$ cat config.mk
export PLATFORM = sky130hd
export DESIGN_NAME = ping_initiator
export DESIGN_NICKNAME = d
export VERILOG_FILES = /design/src/rtl/ping_initiator.sv
export SDC_FILE = /design/constraint.sdc
export NUM_CORES = 1
export LEC_CHECK = 0
export BUFFER_PORTS_ARGS = -buffer_cell sky130_fd_sc_hd__buf_4
export CAP_MARGIN = 15
export CORE_UTILIZATION = 37
export CTS_CLUSTER_DIAMETER = 120
export DETAILED_ROUTE_END_ITERATION = 6
export PLACE_DENSITY = 0.59
export REMOVE_ABC_BUFFERS = 1
export SETUP_SLACK_MARGIN = 0.02
export SYNTH_ARGS = -nofsm -noshare
export SYNTH_HDL_FRONTEND = slang
export SYNTH_SLANG_ARGS = --single-unit
$ cat constraint.sdc
create_clock -name clk_i -period 1.77 [get_ports clk_i]
set_input_delay 0.2655 -clock clk_i [delete_from_list [all_inputs] [get_ports clk_i]]
set_output_delay 0.2655 -clock clk_i [all_outputs]
set_load 0.01 [all_outputs]
$ cat src/rtl/ping_initiator.sv
// Initiator for a single-wire level request/acknowledge link: issues requests,
// times them out, measures acknowledge latency and keeps saturating statistics.
module ping_initiator #(
    parameter int TimeoutCycles = 16,
    parameter int GapCycles     = 4,
    parameter int CntWidth      = 8,
    localparam int LatWidth     = $clog2(TimeoutCycles + 1)
) (
    input  logic                clk_i,
    input  logic                rst_i,
    input  logic                start_i,
    input  logic                stop_i,
    output logic                signal_one_o,
    input  logic                signal_two_i,
    output logic                busy_o,
    output logic [CntWidth-1:0] ok_cnt_o,
    output logic [CntWidth-1:0] to_cnt_o,
    output logic [LatWidth-1:0] last_lat_o,
    output logic                err_o
);

    // One shared sequence counter covers both the WAIT and the GAP phase.
    localparam int MAX_CYCLES = (TimeoutCycles > GapCycles) ? TimeoutCycles : GapCycles;
    localparam int SEQ_WIDTH  = (MAX_CYCLES > 1) ? $clog2(MAX_CYCLES) : 1;

    localparam logic [SEQ_WIDTH-1:0] SEQ_ZERO     = SEQ_WIDTH'(1'b0);
    localparam logic [SEQ_WIDTH-1:0] SEQ_ONE      = SEQ_WIDTH'(1'b1);
    localparam logic [SEQ_WIDTH-1:0] TIMEOUT_LAST = SEQ_WIDTH'(TimeoutCycles - 1);
    localparam logic [SEQ_WIDTH-1:0] GAP_LAST     = SEQ_WIDTH'(GapCycles - 1);
    localparam logic [CntWidth-1:0]  CNT_ONE      = CntWidth'(1'b1);
    localparam logic [CntWidth-1:0]  CNT_MAX      = {CntWidth{1'b1}};
    localparam logic [LatWidth-1:0]  LAT_ONE      = LatWidth'(1'b1);

    typedef enum logic [1:0] {
        ST_IDLE = 2'd0,
        ST_WAIT = 2'd1,
        ST_GAP  = 2'd2
    } state_t;

    state_t               state_r;
    state_t               state_next_s;
    logic [SEQ_WIDTH-1:0] seq_r;
    logic [SEQ_WIDTH-1:0] seq_next_s;
    logic                 run_r;
    logic                 run_next_s;
    logic                 ok_inc_s;
    logic                 to_inc_s;
    logic                 lat_load_s;
    logic                 err_set_s;
    logic [LatWidth-1:0]  lat_next_s;

    // Next-state, sequence counter and statistic-update decode.
    always_comb begin
        state_next_s = state_r;
        seq_next_s   = seq_r;
        run_next_s   = run_r;
        ok_inc_s     = 1'b0;
        to_inc_s     = 1'b0;
        lat_load_s   = 1'b0;
        err_set_s    = 1'b0;
        // Latency is cnt+1 so an acknowledge in the first WAIT cycle reads 1.
        lat_next_s   = LatWidth'({1'b0, seq_r}) + LAT_ONE;

        case (state_r)
            ST_IDLE: begin
                err_set_s = signal_two_i;
                if (start_i) begin
                    run_next_s   = ~stop_i;
                    state_next_s = ST_WAIT;
                    seq_next_s   = SEQ_ZERO;
                end else begin
                    state_next_s = ST_IDLE;
                end
            end
            ST_WAIT: begin
                seq_next_s = seq_r + SEQ_ONE;
                if (stop_i) begin
                    run_next_s = 1'b0;
                end else begin
                    run_next_s = run_r;
                end
                // Acknowledge wins over timeout in the same cycle.
                if (signal_two_i) begin
                    ok_inc_s     = 1'b1;
                    lat_load_s   = 1'b1;
                    state_next_s = ST_GAP;
                    seq_next_s   = SEQ_ZERO;
                end else if (seq_r == TIMEOUT_LAST) begin
                    to_inc_s     = 1'b1;
                    err_set_s    = 1'b1;
                    state_next_s = ST_GAP;
                    seq_next_s   = SEQ_ZERO;
                end else begin
                    state_next_s = ST_WAIT;
                end
            end
            ST_GAP: begin
                seq_next_s = seq_r + SEQ_ONE;
                if (stop_i) begin
                    run_next_s = 1'b0;
                end else begin
                    run_next_s = run_r;
                end
                // The first GAP cycle may still carry the tail of a legal acknowledge.
                err_set_s = signal_two_i & (seq_r != SEQ_ZERO);
                if (seq_r == GAP_LAST) begin
                    seq_next_s = SEQ_ZERO;
                    if (run_next_s) begin
                        state_next_s = ST_WAIT;
                    end else begin
                        state_next_s = ST_IDLE;
                    end
                end else begin
                    state_next_s = ST_GAP;
                end
            end
            default: begin
                state_next_s = ST_IDLE;
                seq_next_s   = SEQ_ZERO;
                run_next_s   = 1'b0;
            end
        endcase
    end

    // State, sequence counter, registered outputs and saturating statistics.
    always_ff @(posedge clk_i) begin
        if (rst_i) begin
            state_r      <= ST_IDLE;
            seq_r        <= SEQ_ZERO;
            run_r        <= 1'b0;
            signal_one_o <= 1'b0;
            busy_o       <= 1'b0;
            ok_cnt_o     <= {CntWidth{1'b0}};
            to_cnt_o     <= {CntWidth{1'b0}};
            last_lat_o   <= {LatWidth{1'b0}};
            err_o        <= 1'b0;
        end else begin
            state_r      <= state_next_s;
            seq_r        <= seq_next_s;
            run_r        <= run_next_s;
            signal_one_o <= (state_next_s == ST_WAIT);
            busy_o       <= (state_next_s != ST_IDLE);
            if (ok_inc_s && (ok_cnt_o != CNT_MAX)) begin
                ok_cnt_o <= ok_cnt_o + CNT_ONE;
            end
            if (to_inc_s && (to_cnt_o != CNT_MAX)) begin
                to_cnt_o <= to_cnt_o + CNT_ONE;
            end
            if (lat_load_s) begin
                last_lat_o <= lat_next_s;
            end
            if (err_set_s) begin
                err_o <= 1'b1;
            end
        end
    end

endmodule

After elaboration in Yosys (flattened, before gate mapping) --
Index checks and enable logic that the tools add are counted.
Storage, ports and cells: memories kept 0, word-level logic and storage cells 49, latch bits 0, output and inout bits 24, register bits 31, ROM bits 0, RAM bits 0
Operators by class: div/mod/pow operators 0, shifts and indexed selects 0, eq/ne operators 8, bitwise logic cells 2, multiplexer cells 21, reduce and logical (&&, ||, !) cells 5, multiply operators 0, add/sub/neg operators 4, magnitude comparators 0
Operators by type and width (count):
- $add A8 B1 Y8 const B | 2
- $mux W4 | 4
- $ne A8 B8 Y1 const B | 2
- $pmux W4 S3 | 1
- $mux W1 | 10
- $mux W2 | 3
- $pmux W1 S3 | 2
- $pmux W2 S3 | 1
- $add A4 B1 Y5 const B | 1
- $add A4 B1 Y4 const B | 1
- $eq A2 B1 Y1 const B | 2
- $eq A4 B2 Y1 const B | 1
- $eq A4 B4 Y1 const B | 1
- $reduce_bool A4 Y1 | 1
- $eq A2 B2 Y1 const B | 1
- $logic_and A1 B1 Y1 | 2
- $logic_not A2 Y1 | 1
- $ne A2 B2 Y1 const B | 1
- $reduce_bool A2 Y1 | 1
- $and A1 B1 Y1 | 1
- $not A1 Y1 | 1

Longest topological paths before layout --
Gate-level depths: netlist of run 1.
depth after elaboration 6, depth in mapped cells 7, mapped depth without buffers 6

Worst setup path before layout of run 1 --
Ideal clock, no wire load.
path kind register -> register, start point register seq_r[0], end point register signal_one_o, period minus slack after synthesis 1.890 ns, setup time 0.063 ns, slack -0.120 ns, required time 1.707 ns, cell stages (with the launch flop) 6, data arrival time 1.827 ns, cells stage by stage dfxtp_1 -> ha_1 -> or3b_1 -> or3_1 -> a311o_1 -> nor2_2
Between the ends: cells in the longest elaborated chain, start to end 5
Ends and longest elaborated chain:
- start: declaration | RTL line 42 | logic [SEQ_WIDTH-1:0] seq_r;
- start signal: assignment | RTL line 139 | seq_r <= seq_next_s;
- $eq A4 B4 Y1 | RTL line 88 | end else if (seq_r == TIMEOUT_LAST) begin
- $mux W2 | RTL line 88
- $mux W2 | RTL line 83 | if (signal_two_i) begin
- $pmux W2 S3 (*) | RTL line 64 | case (state_r)
- $eq A2 B1 Y1 (*) | RTL line 141 | signal_one_o <= (state_next_s == ST_WAIT);
- end signal: assignment | RTL line 141
- end: declaration | RTL line 13 | output logic signal_one_o,
Every way passes the cells marked *; elsewhere a longest branch is shown, timed or not. A chain may end at the register's enable or synchronous reset.

Worst setup path in the final report of run 1 --
start point register seq_r[1], end point register signal_one_o
Same word-level chain as after synthesis.

==> impl_metrics.csv, run 1 <==
group,metric,value,unit
setup_path,critical_path.endpoint_type,"flip-flop",
sta,timing.final.max_slew_violations,0,
run,max_cap_viol_count,0,
drt,ant_nets,0,
sta,hold_violations,0,
yosys,yosys-top-cells-count,"sky130_fd_sc_hd__dfxtp_1 (31), sky130_fd_sc_hd__nor2_1 (15), sky130_fd_sc_hd__a21oi_1 (13), sky130_fd_sc_hd__nand2_1 (11), sky130_fd_sc_hd__inv_1 (10)",
sta,worst_slack,85.2,ps
setup_path,critical_path.top_delay_family,"simple AND/OR/NAND/NOR gates",
clock_tree,cts_tree,"done",
yosys,synth_largest_type_area_fraction,41.0,%
yosys,synth_top_cells_by_area,"sky130_fd_sc_hd__dfxtp_1 (41%), sky130_fd_sc_hd__ha_1 (6.6%), sky130_fd_sc_hd__a21oi_1 (4.3%)",
grt,grt_max_degree,32,
die,coreArea,0.00380,mm^2
sta,worst_rel_slew_slack,75.6,%
yosys,asyncSetResetFlopFracSynth,0,%
final_layout,drive_above_1_share,29.9,%
setup_path,timing.setup.critical_path_class,"reg -> reg",
yosys,ys_dominant_reg_cell,"sky130_fd_sc_hd__dfxtp_1",
final_layout,fillCellCount,387,
sta,fin_worst_skew,1.91,ps
die,die-area,0.00435,mm^2
drt,top_layer,"met4",
drt,drt-met1-wl,1.67,mm
setup_path,worst_ep_required_time,1990,ps
drt,met3WireLength,203,um
drt,detail_route.wl_per_cell,13.6,um
sta,rsz_0062_raised_after_global_routing,"yes",
clock_tree,clk_pin_slew_worst_paths,60,ps
drt,drc,0,
clock_tree,h-tree-depth,2,
setup_path,critical_path_peak_fanout,3,
final_layout,final_cell_count_no_fill,272,
sta,timing.fmax,0.594,GHz
setup_path,worstPathArrival,1910,ps
final_layout,n_antenna_cell,0,
die,starting_density_of_the_core,39.9,%
yosys,synthDominantAreaCellType,"sky130_fd_sc_hd__dfxtp_1",
drt,drt_first_iter_violations,50,
sta,hold_ws,268,ps
clock_tree,cts.sinks,31,
yosys,ys_types,45,
clock_tree,root_buffer,"sky130_fd_sc_hd__clkbuf_8",
placement,port_buffers,28,
setup_path,worstPathBufferInverterCount,0,
status,status,"complete, no violations",
yosys,yosysWarnings,0,
clock_tree,numCtsBuffers,5,
die,pin_count,29,
placement,place_inst,262,
drt,detail_route.first_pass.iterations,4,
yosys,post_synth_inst_count,174,
sta,final.period_utilization,95.2,%
yosys,synth_most_common_cell,"sky130_fd_sc_hd__dfxtp_1",
drt,vias_per_cell,5.49,
power,power_density,726,mW/mm^2
grt,vias_in_the_first_global_route,1360,
yosys,synthesis.area,0.00151,mm^2
yosys,sequential_to_total_area_share_from_yosys_stat,41.0,%
final_layout,nNetsFinal,236,
yosys,number_of_enable_type_register_cells_in_the_synthesized_netlist,0,
power,power.total,1.49,mW
worst_hold_path,hold_path.class,"in -> reg",
yosys,syn_area_per_cell,8.70,um^2
grt,wire_length_of_the_first_global_routing_pass,6.11,mm
grt,global_route.overflow_total,0,
drt,met2_wirelength,1.79,mm
die,die_boundary_height,66.0,um
die,die_width,66.0,um
power,worst_voltage_drop_across_the_vdd_grid,0.000410,V
die,placement_rows,22,
sta,setup_viol,0,
placement,routabilityCongestion,0.812,
setup_path,timing.critical_path.cells,"ha_4 > or3b_4 > or3_1 > a311o_1 > nor2_2",
sta,layout_min_cycle_time,1680,ps
grt,grt.total_usage,18.5,%
setup_path,slowest_stage_delay_on_critical_path,370,ps
drt,num_vias,1493,
final_layout,area_growth,35.3,%
clock_tree,worst_skew_pair.late_latency,280,ps
clock_tree,postCtsHoldBufs,0,
yosys,synth.ff_latch_count,31,
grt,antenna_found_initial,0,
clock_tree,clock_path_buffers,2,
sta,tightestPinTransition,365,ps
placement,hpwlAfterDp,2.74,mm
sta,tns,0,ps
setup_path,worst_path_slowest_cell,"sky130_fd_sc_hd__or3b_4",
power,static-leakage-power,0.841,nW
drt,drt-total-wl,3.71,mm
placement,dpl_worst_slack,-107,ps
setup_path,crit_path_start_kind,"flip-flop",
where the power goes:
group	internal, mW	switching, mW
combinational	0.0684	0.0841
clock	0.354	0.251
sequential	0.717	0.0118
per-stage QoR:
| step | cell area [um^2] | utilization (%) |
|---|---|---|
| after floorplan | 1480 | - |
| after global placement | 1890 | 49.7 |
| after detailed placement | 1890 | 49.7 |
| after CTS | 2020 | 53.3 |
| after global routing | 2050 | 53.9 |
| final | 2050 | 53.9 |
path summary, 6_finish.rpt:
path	end	from	slack (ps)	cells after the start
hold reg to reg	last_lat_o[1]$_SDFFE_PP0P_	last_lat_o[1]$_SDFFE_PP0P_	480	2
setup reg to reg	signal_one_o$_SDFF_PP0_	seq_r[1]$_SDFFE_PP0P_	90	5
hold / removal	run_r$_SDFFE_PP0P_	stop_i	270	3
setup / recovery	signal_one_o$_SDFF_PP0_	seq_r[1]$_SDFFE_PP0P_	90	5
cells by family after synthesis:
logic type	share of synthesized area [%]
adders and majority gates	6.61
muxes	1.40
xor gates and xnor gates	2.89
and+or+nand+nor	22.7
DFF	41.0
AOI/OAI and AO/OA	20.9
buffers and inverters	4.46
routing by layer:
metal / vias up / global-route usage, %
li1: 737 / -
met1: 705 / 22.2
met2: 45 / 31.5
met3: 6 / 5.34
met4: 0 / 5.59
met5: - / 0
registers in the layout (all words and copies together) (netlist names):
register      flops
run_r             1
seq_r             4
to_cnt_o          8
ok_cnt_o          8
state_r           2
err_o             1
busy_o            1
last_lat_o        5
signal_one_o      1
worst min-delay path: cells and delay by family:
family,cells,cell delay [ps]
AOI/OAI and AO/OA,1,50
buffers and inverters,1,90
and+or+nand+nor,1,90
cell type report:
| type | count | area, um^2 | share of cell area [%] |
|---|---|---|---|
| Multi-Input combinational cell | 127 | 867 | 42.3 |
| Sequential cell | 31 | 623 | 30.4 |
| Inverter | 10 | 37.5 | 1.83 |
| Tap cell | 48 | 60.1 | 2.93 |
| Timing Repair Buffer | 48 | 360 | 17.6 |
| Clock buffer | 8 | 100 | 4.89 |
what timing repair did:
item | 4_1_cts | 5_1_grt
endpoints found under the setup margin | 12 | 14
pin swaps | 1 | 1
resized for setup | 8 | 6
buffers inserted | 1 | 1
layout by cell type (no fill, tap or decap), types with 2 or more instances in the layout:
| master | synthesis | routed |
|---|---|---|
| sky130_fd_sc_hd__or3_1 | 4 | 4 |
| sky130_fd_sc_hd__nor2_1 | 15 | 15 |
| sky130_fd_sc_hd__a21o_1 | 2 | 2 |
| sky130_fd_sc_hd__or4_1 | 4 | 4 |
| sky130_fd_sc_hd__nor3_1 | 4 | 4 |
| sky130_fd_sc_hd__clkbuf_8 | 0 | 7 |
| sky130_fd_sc_hd__o211ai_1 | 3 | 3 |
| sky130_fd_sc_hd__nand3_1 | 8 | 8 |
| sky130_fd_sc_hd__a21oi_1 | 13 | 13 |
| sky130_fd_sc_hd__a211oi_1 | 2 | 2 |
| sky130_fd_sc_hd__o21ai_0 | 6 | 6 |
| sky130_fd_sc_hd__nor2b_1 | 3 | 2 |
| sky130_fd_sc_hd__ha_1 | 8 | 6 |
| sky130_fd_sc_hd__dfxtp_1 | 31 | 29 |
| sky130_fd_sc_hd__inv_1 | 10 | 10 |
| sky130_fd_sc_hd__dfxtp_2 | 0 | 2 |
| sky130_fd_sc_hd__a21boi_0 | 2 | 2 |
| sky130_fd_sc_hd__o311ai_1 | 0 | 2 |
| sky130_fd_sc_hd__nand4_1 | 2 | 2 |
| sky130_fd_sc_hd__nand2_1 | 11 | 11 |
| sky130_fd_sc_hd__xor2_1 | 4 | 4 |
| sky130_fd_sc_hd__buf_4 | 0 | 48 |
| sky130_fd_sc_hd__nand2b_1 | 4 | 3 |
| sky130_fd_sc_hd__o31ai_1 | 3 | 3 |
| sky130_fd_sc_hd__o41ai_1 | 5 | 5 |
(Power assumes the default switching activity.)
==> run 2: changes to the inputs <==
CORE_MARGIN = 3   (was not set)
CORE_UTILIZATION = 49   (was 37)
PLACE_DENSITY = 0.75   (was 0.59)
==> impl_metrics.csv, run 2 (synthesized netlist as in run 1, its figures left out) <==
group,metric,value,unit
status,status,"complete, no violations",
placement,routabilityCongestion,0.811,
sta,hold_violations,0,
final_layout,post-route-cell-area,0.00194,mm^2
clock_tree,root_buffer,"sky130_fd_sc_hd__clkbuf_4",
setup_path,critical_path.endpoint_type,"flip-flop",
die,starting_density_of_the_core,53.1,%
sta,rsz_0062_raised_after_global_routing,"yes",
clock_tree,postCtsHoldBufs,0,
drt,ant_nets,0,
worst_hold_path,hold_path.class,"in -> reg",
power,static-leakage-power,0.794,nW
placement,hpwlAfterDp,2.50,mm
grt,wire_length_of_the_first_global_routing_pass,5.71,mm
drt,detail_route.wl_per_cell,13.6,um
drt,drt_first_iter_violations,134,
die,coreArea,0.00285,mm^2
placement,port_buffers,28,
final_layout,finish.utilization,68.0,%
clock_tree,numCtsBuffers,5,
sta,tightestPinTransition,367,ps
setup_path,timing.critical_path.cells,"ha_4 > or3b_4 > or3_1 > a311o_1 > nor2_2",
drt,num_vias,1443,
die,die-area,0.00379,mm^2
setup_path,worstPathArrival,1960,ps
sta,setup_viol,0,
drt,detail_route.first_pass.iterations,4,
setup_path,critical_path_peak_fanout,3,
grt,global_route.overflow_total,0,
clock_tree,cts_tree,"done",
placement,placement.cell_area,0.00184,mm^2
sta,timing.fmax,0.594,GHz
clock_tree,clock_path_buffers,2,
setup_path,timing.setup.critical_path_class,"reg -> reg",
clock_tree,clk_pin_slew_worst_paths,100,ps
final_layout,area_growth,28.2,%
final_layout,drive_above_1_share,27.9,%
grt,vias_in_the_first_global_route,1367,
power,power_density,647,mW/mm^2
clock_tree,worst_skew_pair.late_latency,320,ps
power,worst_voltage_drop_across_the_vdd_grid,0.000641,V
final_layout,leading_cell_type_in_the_layout_fill_and_taps_excluded,"sky130_fd_sc_hd__buf_4",
final_layout,n_antenna_cell,0,
power,power.total,1.26,mW
final_layout,nNetsFinal,231,
run,max_cap_viol_count,0,
sta,timing.final.max_slew_violations,0,
die,pin_count,29,
grt,grt.total_usage,20.1,%
drt,vias_per_cell,5.77,
clock_tree,h-tree-depth,2,
setup_path,slowest_stage_delay_on_critical_path,380,ps
final_layout,mostFrequentLayoutCells,"sky130_fd_sc_hd__buf_4 (43), sky130_fd_sc_hd__dfxtp_1 (29), sky130_fd_sc_hd__nor2_1 (15), sky130_fd_sc_hd__a21oi_1 (12), sky130_fd_sc_hd__nand2_1 (11)",
setup_path,worst_path_slowest_cell,"sky130_fd_sc_hd__or3b_4",
setup_path,worst_ep_required_time,2040,ps
sta,layout_min_cycle_time,1680,ps
final_layout,fillCellCount,240,
die,die_boundary_height,61.6,um
grt,grt_max_degree,32,
clock_tree,cts.sinks,31,
setup_path,crit_path_start_kind,"flip-flop",
die,placement_rows,19,
drt,drc,0,
sta,fin_worst_skew,11.1,ps
sta,worst_rel_slew_slack,75.5,%
sta,final.period_utilization,95.1,%
drt,drt-total-wl,3.40,mm
grt,antenna_found_initial,0,
final_layout,reg_top3,"ok_cnt_o x8, to_cnt_o x8, last_lat_o x5",
die,die_width,61.6,um
==> run 2: cell count changes in the layout (fill, tap and decap cells not counted) <==
cell                       previous run  this run
sky130_fd_sc_hd__buf_4               48        43
sky130_fd_sc_hd__and2_1               0         1
sky130_fd_sc_hd__clkbuf_8             7         0
sky130_fd_sc_hd__clkbuf_4             0         5
sky130_fd_sc_hd__and2_4               1         0
sky130_fd_sc_hd__a21oi_2              0         1
sky130_fd_sc_hd__clkbuf_1             1         2
sky130_fd_sc_hd__clkinv_2             0         1
sky130_fd_sc_hd__a21oi_1             13        12
==> run 2: repair_timing <==
action                     4_1_cts  5_1_grt
gates resized for setup          1       13
setup endpoints to repair        7       12
pin swaps                        1        0
hold endpoints to repair         0        0
setup buffers                    1        0
==> run 2: worst max-delay path, delay by kind of cell (launching register included) <==
family,cells,cell delay (ps)
DFF,1,360
adders and majority gates,1,140
and+or+nand+nor,3,820
AOI/OAI and AO/OA,1,320
==> run 2: through the flow <==
stage | worst slack [ps] | cells | hold slack [ps] | TNS (ps)
2_1_floorplan | -120 | 168 | 335 | -524
3_3_place_gp | 19.2 | 241 | 451 | 0
3_5_place_dp | -20.7 | 241 | 464 | -32.0
4_1_cts | 26.8 | 250 | 226 | 0
5_1_grt | 11.7 | 250 | 232 | 0
6_report | 87.4 | 250 | 231 | 0
==> run 2: layout make-up <==
| class | instances | area, um^2 | share of cell area [%] |
|---|---|---|---|
| Multi-Input combinational cell | 127 | 868 | 44.7 |
| Sequential cell | 31 | 623 | 32.1 |
| Timing Repair Buffer | 43 | 323 | 16.6 |
| Clock buffer | 7 | 45.0 | 2.32 |
| Tap cell | 31 | 38.8 | 2.00 |
| Inverter | 10 | 37.5 | 1.93 |
| Clock inverter | 1 | 5.00 | 0.258 |
==> run 2: where the power goes <==
group          internal [mW]  switching (mW)  total, mW
Sequential             0.717          0.0114      0.728
Combinational         0.0657          0.0843      0.150
Clock                  0.155           0.224      0.378
Total                  0.937           0.319       1.26
==> run 2: path summary, 6_finish.rpt <==
path	from	end	slack, ps	cells past startpoint
hold reg to reg	last_lat_o[1]$_SDFFE_PP0P_	last_lat_o[1]$_SDFFE_PP0P_	480	2
setup / recovery	seq_r[0]$_SDFFE_PP0P_	signal_one_o$_SDFF_PP0_	90	5
setup reg to reg	seq_r[0]$_SDFFE_PP0P_	signal_one_o$_SDFF_PP0_	90	5
hold / removal	stop_i	run_r$_SDFFE_PP0P_	230	3
==> run 2: per-layer routing <==
layer	global-route usage (%)	vias to the layer above	wire length (um)
met1	24.3	682	1560
met4	8.79	0	52
li1	-	725	-
met2	32.6	29	1650
met5	0	-	0
met3	6.50	7	139
==> run 3: changes to the inputs <==
GPL_TIMING_DRIVEN = 0   (was not set)
REMOVE_ABC_BUFFERS = not set   (was 1)
==> impl_metrics.csv, run 3 (synthesized netlist as in run 1, its figures left out) <==
group,metric,value,unit
worst_hold_path,hold_path.class,"in -> reg",
clock_tree,worst_skew_pair.late_latency,340,ps
grt,wire_length_of_the_first_global_routing_pass,6.17,mm
placement,place_inst,233,
clock_tree,clock_path_buffers,2,
die,pin_count,29,
clock_tree,clk_pin_slew_worst_paths,90,ps
die,die-area,0.00379,mm^2
final_layout,final_cell_count_no_fill,244,
clock_tree,cts_tree,"done",
final_layout,mostFrequentLayoutCells,"sky130_fd_sc_hd__buf_4 (33), sky130_fd_sc_hd__dfxtp_1 (28), sky130_fd_sc_hd__nor2_1 (15), sky130_fd_sc_hd__a21oi_1 (13), sky130_fd_sc_hd__nand2_1 (11)",
drt,detail_route.first_pass.iterations,4,
yosys,synth_nets,187,
sta,final.period_utilization,95.0,%
grt,grt_max_degree,11,
sta,timing.fmax,0.595,GHz
drt,num_vias,1471,
clock_tree,cts.sinks,31,
drt,detail_route.wl_per_cell,15.0,um
placement,port_buffers,28,
die,die_boundary_height,61.6,um
final_layout,drive_above_1_share,27.2,%
sta,tns,0,ps
drt,drt_first_iter_violations,88,
grt,grt.total_usage,22.3,%
clock_tree,numCtsBuffers,5,
clock_tree,h-tree-depth,2,
sta,fin_worst_skew,10.0,ps
final_layout,n_antenna_cell,0,
power,static-leakage-power,0.764,nW
sta,tightestPinTransition,535,ps
sta,hold_ws,111,ps
grt,antenna_found_initial,0,
setup_path,crit_path_start_kind,"flip-flop",
die,placement_rows,19,
die,coreArea,0.00285,mm^2
sta,rsz_0062_raised_after_global_routing,"no",
setup_path,timing.critical_path.from,"state_r[1]$_SDFF_PP0_",
setup_path,critical_path_peak_fanout,10,
final_layout,nNetsFinal,227,
drt,vias_per_cell,6.03,
placement,routabilityCongestion,0.873,
sta,hold_violations,0,
sta,setup_viol,0,
setup_path,critical_path.endpoint_type,"flip-flop",
clock_tree,root_buffer,"sky130_fd_sc_hd__clkbuf_4",
run,max_cap_viol_count,0,
power,worst_voltage_drop_across_the_vdd_grid,0.000376,V
power,power_density,654,mW/mm^2
worst_hold_path,timing.hold.worst.start,"rst_i",
final_layout,leading_cell_type_in_the_layout_fill_and_taps_excluded,"sky130_fd_sc_hd__buf_4",
drt,drc,0,
sta,timing.final.max_slew_violations,0,
placement,hpwlAfterDp,2.53,mm
die,die_width,61.6,um
final_layout,area_growth,26.6,%
grt,global_route.overflow_total,0,
drt,ant_nets,0,
status,status,"complete, no violations",
final_layout,fillCellCount,250,
setup_path,reg2reg_from,"state_r[1]$_SDFF_PP0_",
drt,drt-total-wl,3.66,mm
sta,worst_rel_slew_slack,64.3,%
final_layout,reg_top3,"ok_cnt_o x8, to_cnt_o x8, last_lat_o x5",
clock_tree,postCtsHoldBufs,0,
grt,vias_in_the_first_global_route,1336,
die,starting_density_of_the_core,53.1,%
sta,layout_min_cycle_time,1680,ps
setup_path,worst_ep_required_time,1970,ps
setup_path,timing.setup.critical_path_class,"reg -> reg",
setup_path,worstPathArrival,1880,ps
==> run 3: changes by cell type in the layout (fill, tap and decap cells not counted), sizes merged <==
| cell | before | now |
|---|---|---|
| buf | 43 | 37 |
| clkbuf | 7 | 8 |
| clkinv | 1 | 0 |
==> run 3: final timing paths <==
check / to / slack (ps) / cells past startpoint
max: to_cnt_o[6]$_SDFFE_PP0P_ / 90 / 7
min: state_r[1]$_SDFF_PP0_ / 110 / 2
max reg2reg: to_cnt_o[6]$_SDFFE_PP0P_ / 90 / 7
min reg2reg: last_lat_o[1]$_SDFFE_PP0P_ / 480 / 2
==> run 3: per-layer routing <==
layer / routed length (um) / global-route usage (%)
met5: 0 / 0
met4: 61 / 9.39
met3: 267 / 7.55
met2: 1800 / 36.3
met1: 1530 / 26.8
==> run 3: per-stage QoR <==
step           total power [mW]  utilization, %  worst slack, ps  area (um^2)
2_1_floorplan             0.828               -             63.4         1530
3_3_place_gp              0.880            62.3             -189         1780
3_5_place_dp              0.884            62.3             -268         1780
4_1_cts                    1.26            66.1             23.3         1890
5_1_grt                    1.31            67.2             15.9         1920
6_report                   1.25            67.2             88.3         1920
==> run 3: what timing repair did <==
item | in CTS | in global routing
pin swaps | 4 | 2
cloned | 0 | 0
setup buffers | 4 | 1
gates resized for setup | 10 | 11
endpoints found under the setup margin | 12 | 16
==> run 3: where the power goes <==
part           leakage, nW  total (mW)  switching [mW]  internal (mW)
Sequential           0.253       0.727          0.0124          0.714
Clock               0.0242       0.373           0.232          0.141
Combinational        0.486       0.154          0.0868         0.0674
==> run 3: layout make-up <==
type                            instances  area, um^2  area share, %
Tap cell                               31        38.8           2.02
Clock buffer                            6        41.3           2.15
Multi-Input combinational cell        127         887           46.3
Buffer                                  6        35.0           1.83
Inverter                               10        37.5           1.96
Sequential cell                        31         629           32.8
Timing Repair Buffer                   33         248           12.9
==> run 3: critical path: stages (launching register included) <==
cell and delay (ps):
sky130_fd_sc_hd__dfxtp_2 350, sky130_fd_sc_hd__inv_1 90, sky130_fd_sc_hd__ha_2 220, sky130_fd_sc_hd__nor2b_4 190, sky130_fd_sc_hd__nand2b_4 90, sky130_fd_sc_hd__clkbuf_4 190
sky130_fd_sc_hd__o41ai_1 310, sky130_fd_sc_hd__a21oi_1 110
